### config.mk
export PLATFORM = sky130hd
export DESIGN_NAME = des_key_sched_seq
export DESIGN_NICKNAME = d
export VERILOG_FILES = /design/src/rtl/des_key_sched_seq.sv
export SDC_FILE = /design/constraint.sdc
export NUM_CORES = 1
export LEC_CHECK = 0
export ABC_AREA = 1
export BUFFER_PORTS_ARGS = -buffer_cell sky130_fd_sc_hd__buf_2
export CAP_MARGIN = 40
export CORE_ASPECT_RATIO = 1.1
export CORE_MARGIN = 4
export CORE_UTILIZATION = 60
export DETAILED_ROUTE_END_ITERATION = 8
export PLACE_DENSITY_LB_ADDON = 0.2
export RECOVER_POWER = 25
export SYNTH_ARGS = -nofsm -noshare
export SYNTH_HDL_FRONTEND = slang
export SYNTH_SLANG_ARGS = --single-unit
### constraint.sdc
create_clock -name clk -period 4 [get_ports clk]
set_input_delay 0.4 -clock clk [delete_from_list [all_inputs] [get_ports clk]]
set_output_delay 0.4 -clock clk [all_outputs]
set_load 0.05 [all_outputs]
### src/rtl/des_key_sched_seq.sv
// -----------------------------------------------------------------------------
// des_key_sched_seq
// Sequential DES key-schedule engine. A single 64-bit key load produces the 16
// round subkeys one per valid/ready handshake, in forward order (K1..K16, for
// encryption) or reverse order (K16..K1, for decryption). The C/D halves are
// rotated left when walking forward and right when walking backward, so no
// subkey table is kept. Bit numbering follows FIPS 46-3 (bit 1 = MSB).
// -----------------------------------------------------------------------------
module des_key_sched_seq #(
  parameter int unsigned PARITY_CHECK = 0  // 1: reject keys whose bytes lack odd parity
) (
  input  logic        clk,
  input  logic        rst_n,
  input  logic        start,
  input  logic [1:64] key_in,
  input  logic        mode,
  input  logic        abort,
  output logic [1:48] subkey,
  output logic [4:0]  subkey_num,
  output logic        subkey_valid,
  input  logic        subkey_ready,
  output logic        busy,
  output logic        done,
  output logic        key_err
);

  // Two-state controller; legacy-compatible encoding.
  localparam logic [0:0] ST_IDLE = 1'b0;
  localparam logic [0:0] ST_RUN  = 1'b1;

  localparam logic [4:0] LAST_ROUND = 5'd16;

  // ---------------------------------------------------------------------------
  // Permutation and rotation helpers
  // ---------------------------------------------------------------------------

  // Permuted Choice 1: drops the parity bits and splits the key into C0 || D0.
  function automatic logic [1:56] pc1(input logic [1:64] k);
    pc1 = {k[57], k[49], k[41], k[33], k[25], k[17], k[9],
           k[1],  k[58], k[50], k[42], k[34], k[26], k[18],
           k[10], k[2],  k[59], k[51], k[43], k[35], k[27],
           k[19], k[11], k[3],  k[60], k[52], k[44], k[36],
           k[63], k[55], k[47], k[39], k[31], k[23], k[15],
           k[7],  k[62], k[54], k[46], k[38], k[30], k[22],
           k[14], k[6],  k[61], k[53], k[45], k[37], k[29],
           k[21], k[13], k[5],  k[28], k[20], k[12], k[4]};
  endfunction

  // Permuted Choice 2: selects the 48 subkey bits from C_n || D_n.
  function automatic logic [1:48] pc2(input logic [1:56] cd);
    pc2 = {cd[14], cd[17], cd[11], cd[24], cd[1],  cd[5],
           cd[3],  cd[28], cd[15], cd[6],  cd[21], cd[10],
           cd[23], cd[19], cd[12], cd[4],  cd[26], cd[8],
           cd[16], cd[7],  cd[27], cd[20], cd[13], cd[2],
           cd[41], cd[52], cd[31], cd[37], cd[47], cd[55],
           cd[30], cd[40], cd[51], cd[45], cd[33], cd[48],
           cd[44], cd[49], cd[39], cd[56], cd[34], cd[53],
           cd[46], cd[42], cd[50], cd[36], cd[29], cd[32]};
  endfunction

  // Rotate a 28-bit half toward the MSB (bit 1) by 1 or 2 places.
  function automatic logic [1:28] rotl(input logic [1:28] h, input logic two);
    rotl = two ? {h[3:28], h[1:2]} : {h[2:28], h[1]};
  endfunction

  // Rotate a 28-bit half toward the LSB (bit 28) by 1 or 2 places.
  function automatic logic [1:28] rotr(input logic [1:28] h, input logic two);
    rotr = two ? {h[27:28], h[1:26]} : {h[28], h[1:27]};
  endfunction

  // Shift table s[n]: rounds 1, 2, 9 and 16 rotate by one, all others by two.
  function automatic logic shift_two(input logic [4:0] n);
    shift_two = !((n == 5'd1) || (n == 5'd2) || (n == 5'd9) || (n == 5'd16));
  endfunction

  // ---------------------------------------------------------------------------
  // State
  // ---------------------------------------------------------------------------
  logic [0:0]  state_q;
  logic        mode_q;      // 0 = forward (encrypt), 1 = backward (decrypt)
  logic [4:0]  cnt_q;       // round counter j, 1..16 while running
  logic [1:28] c_q;
  logic [1:28] d_q;
  logic        done_q;
  logic        key_err_q;

  // ---------------------------------------------------------------------------
  // Combinational next-step terms
  // ---------------------------------------------------------------------------
  logic [1:56] cd0;         // PC-1 of the key being loaded
  logic        parity_raw;  // every byte of key_in has odd weight
  logic        parity_ok;   // load allowed by the parity rule
  logic        enc_two;     // forward step uses s[j+1]
  logic        dec_two;     // backward step undoes s[17-j]
  logic        load;        // start accepted in IDLE (before the parity decision)

  // Derive load data, parity verdict and the rotation amount for this round.
  always_comb begin
    // NOTE: every signal written here gets a default first, so no path can
    // leave one unassigned and infer a latch.
    cd0        = pc1(key_in);
    parity_raw = 1'b1;
    for (int i = 0; i < 8; i++) begin
      parity_raw = parity_raw & (^key_in[8*i+1 +: 8]);
    end
    parity_ok  = (PARITY_CHECK == 0) || parity_raw;
    enc_two    = shift_two(cnt_q + 5'd1);
    dec_two    = shift_two(5'd17 - cnt_q);
    load       = (state_q == ST_IDLE) && start && !abort;
  end

  // Controller: load, step on handshake, finish after round 16, abort.
  always_ff @(posedge clk or negedge rst_n) begin
    if (!rst_n) begin
      state_q   <= ST_IDLE;
      mode_q    <= 1'b0;
      cnt_q     <= 5'd0;
      done_q    <= 1'b0;
      key_err_q <= 1'b0;
    end else begin
      // NOTE: all registered state uses non-blocking assignments so every
      // flop samples pre-edge values regardless of statement order.
      done_q    <= 1'b0;
      key_err_q <= 1'b0;
      case (state_q)
        ST_IDLE: begin
          if (load) begin
            if (parity_ok) begin
              mode_q  <= mode;
              cnt_q   <= 5'd1;
              state_q <= ST_RUN;
            end else begin
              key_err_q <= 1'b1;
            end
          end
        end
        ST_RUN: begin
          if (abort) begin
            // Abort wins over a simultaneous handshake: no done pulse.
            cnt_q   <= 5'd0;
            state_q <= ST_IDLE;
          end else if (subkey_ready) begin
            if (cnt_q == LAST_ROUND) begin
              cnt_q   <= 5'd0;
              done_q  <= 1'b1;
              state_q <= ST_IDLE;
            end else begin
              cnt_q <= cnt_q + 5'd1;
            end
          end
        end
        default: state_q <= ST_IDLE;
      endcase
    end
  end

  // C/D datapath: PC-1 load on accept, one rotation per non-final handshake.
  always_ff @(posedge clk or negedge rst_n) begin
    if (!rst_n) begin
      // NOTE: C/D are ordinary registers, not a stored table, so they are
      // reset; this makes subkey read as PC-2 of zero while in reset.
      c_q <= '0;
      d_q <= '0;
    end else if (load && parity_ok) begin
      if (mode) begin
        // C0/D0 equals C16/D16 (total rotation is 28), the first backward key.
        c_q <= cd0[1:28];
        d_q <= cd0[29:56];
      end else begin
        c_q <= rotl(cd0[1:28], 1'b0);
        d_q <= rotl(cd0[29:56], 1'b0);
      end
    end else if ((state_q == ST_RUN) && !abort && subkey_ready &&
                 (cnt_q != LAST_ROUND)) begin
      if (mode_q) begin
        c_q <= rotr(c_q, dec_two);
        d_q <= rotr(d_q, dec_two);
      end else begin
        c_q <= rotl(c_q, enc_two);
        d_q <= rotl(d_q, enc_two);
      end
    end
  end

  // ---------------------------------------------------------------------------
  // Outputs: all derived from registered state, so they clear with rst_n.
  // ---------------------------------------------------------------------------
  assign busy         = (state_q == ST_RUN);
  assign subkey_valid = busy;
  assign subkey_num   = busy ? (mode_q ? (5'd17 - cnt_q) : cnt_q) : 5'd0;
  assign subkey       = pc2({c_q, d_q});
  assign done         = done_q;
  assign key_err      = key_err_q;

endmodule
==> metrics <==
CTS Hold Bufs 0; WL final 18200 µm; cts bufs inserted 9; Die ar. about 12000 µm²; status finished, violations left; Reg power frac 17.4%; Crit Path Max Fanout 38; Pins Over Slew Limit 33; 1st-iter DRT viols 744; global-route wire length before repair 30300 µm; grt total ovfl 0; post-synthesis register bit count 64; Final Hold Viols 0; die height 116 µm; H-Tree Depth 3; startpoint types flip-flop; number of enable flip-flop cells after synthesis 0; post-CTS sizing 0; register area share after synthesis 25.1%; Max-cap violations 1; io pins approximately 130; Core Region 10400 µm²; Layout area overhead 7.44%; main area contributors after synthesis dfrtp_1, nand2_1, nand3_1, buf_4, nand4_1; vias in the first global route approximately 6500; LEAKAGE slightly below 4 nW; library cells used by synthesis 25; Total Routing Usage GR 29.5%; final core occ 65.9%; Die Width 106 µm; row count 39; Commonest cells post-synth nand2_1, nand3_1, inv_1; initial core utilization 61.3%; Synth Area per Inst 5.89 µm²; asr flop ratio synth 100%; final setup TNS 0 ns; WS Path Type reg2reg; Max-slew headroom -19.8%; worst reg2reg setup slack 1.25 ns; Synth warnings 0; part of the cycle the worst path needs 68.8%; net switching power 3.68 mW; Clock Skew ~0.005 ns; # setup viols final 0; clock root buffer master clkbuf_16; clock network fraction of total power 13.0%; Wirelength per Cell 14.7 µm; CTS tree done; Clock transition at path regs around 0.05 ns; Detail Route Antenna Nets 0; IR drop worst, VDD 0.568 mV; RSZ-0062 raised after global routing no; initial antenna violation count 1; Critical Path AT 2.98 ns; post-synth top area share 25.1%; I/O Buffers 117; Sw Ratio 56.6%; Ant. Diodes 0; min-delay worst type in2reg; CP Capture Type flip-flop; Sink Count between 60 and 70; largest net degree at the start of global routing 113; RePlAce Congestion ~0.83; Initial DRT Pass Iterations 6; cell count after synthesis 1083; clock latency at the later pin of the worst-skew pair 0.33 ns; Main synth FF type dfrtp_1; Logic pwr share 69.5%; count leader, synth nand2_1; fin crit period 2.75 ns; worst path required time approximately 4.2 ns; mapped cell area 6380 µm²; syn_nets 1159; worst slew pin tran between 1.5 and 2 ns; power density over cell area between 900 and 1000 nW/µm²; failing checks max-capacitance violations, max-slew violations; Nets 1162; Vias per Instance 5.89; layout cells sized above 1 between 10% and 20%; dpl hpwl 11300 µm; total power 6.50 mW; Max clock buf depth 2; setup bufs post-CTS 0; via count 7273; FMAX 0.363 GHz; area leader, netlist dfrtp_1; drt drc 0; Int Power 2.82 mW
## critical path: stages (launching register included)
cell	delay [ns]
dfrtp_1	0.48
ha_1	0.33
nand3_1	0.15
nand2_1	0.11
nand3_1	0.10
nand2_2	0.58
buf_4	0.37
nand4_1	0.11
nand3_1	0.13
nand3_1	0.12
nand2_1	0.09
nand2_1	0.05
## logic make-up (layout without fill, tap and decap cells)
| group | Yosys count | in the layout | synth area share [%] |
|---|---|---|---|
| xor+xnor | 2 | 2 | 0.275 |
| fa+ha+maj | 6 | 6 | 1.18 |
| other cells | 1 | 1 | 0.0588 |
| flops | 64 | 64 | 25.1 |
| compound gates | 73 | 73 | 7.01 |
| simple gates | 717 | 717 | 49.2 |
| buf+inv | 220 | 228 | 17.2 |
## flip-flops by register name, indices dropped and copies added (netlist names)
name and count:
c_q 28, d_q 28, cnt_q 5, busy 1, done 1, mode_q 1
## worst paths after layout
| kind | cells past startpoint | to | start |
|---|---|---|---|
| setup / recovery | 11 | c_q[15] | cnt_q[0] |
| hold / removal | 2 | busy | subkey_ready |
| setup reg to reg | 11 | c_q[15] | cnt_q[0] |
| hold reg to reg | 2 | c_q[25] | c_q[25] |
| max in group asynchronous | 2 | c_q[23] | rst_n |
| min in group asynchronous | 1 | c_q[19] | rst_n |
## power groups by stage
stage	logic (mW)	clock network (mW)	registers, mW
2_1_floorplan	3.97	0	1.09
3_3_place_gp	4.37	0	1.13
3_5_place_dp	4.46	0	1.14
4_1_cts	4.49	0.857	1.13
5_1_grt	5.04	0.879	1.17
6_report	4.52	0.847	1.13
## layout make-up
class	count	area, µm²
clock buffers	13	250
inverters	77	289
repair buffers	135	748
well taps	143	179
flip-flops and latches	64	1600
clock inverters	3	65.1
multi-input cells	799	3720
fillers	1040	3540
## cell usage in the layout, fill, tap and decap left out, types with 7 or more instances in the layout
master | Yosys | final
a31oi_1 | 56 | 56
buf_2 | 31 | 116
buf_4 | 61 | 15
clkbuf_16 | 0 | 9
dfrtp_1 | 64 | 63
inv_1 | 74 | 72
nand2_1 | 419 | 415
nand3_1 | 233 | 232
nand4_1 | 58 | 58
o21ai_0 | 7 | 7
## per-layer routing
| layer | vias up | wire (µm) | GRT usage (%) |
|---|---|---|---|
| li1 | 3546 | - | - |
| met1 | 3320 | 7520 | 37.9 |
| met2 | 368 | 8660 | 50.6 |
| met3 | 37 | 1530 | 4.70 |
| met5 | - | 13 | 0 |
| met4 | 2 | 426 | 10.9 |
## through the flow
step,cells,setup WS (ns),area (µm²),hold slack [ns]
2_1_floorplan,1083,1.55,6380,0.104
3_3_place_gp,1216,1.38,6500,0.463
3_5_place_dp,1218,1.35,6540,0.464
4_1_cts,1234,1.34,6850,0.144
5_1_grt,1234,1.04,6850,0.315
6_report,1234,1.25,6850,0.295
No activity file was read; power rests on OpenSTA's default activity.
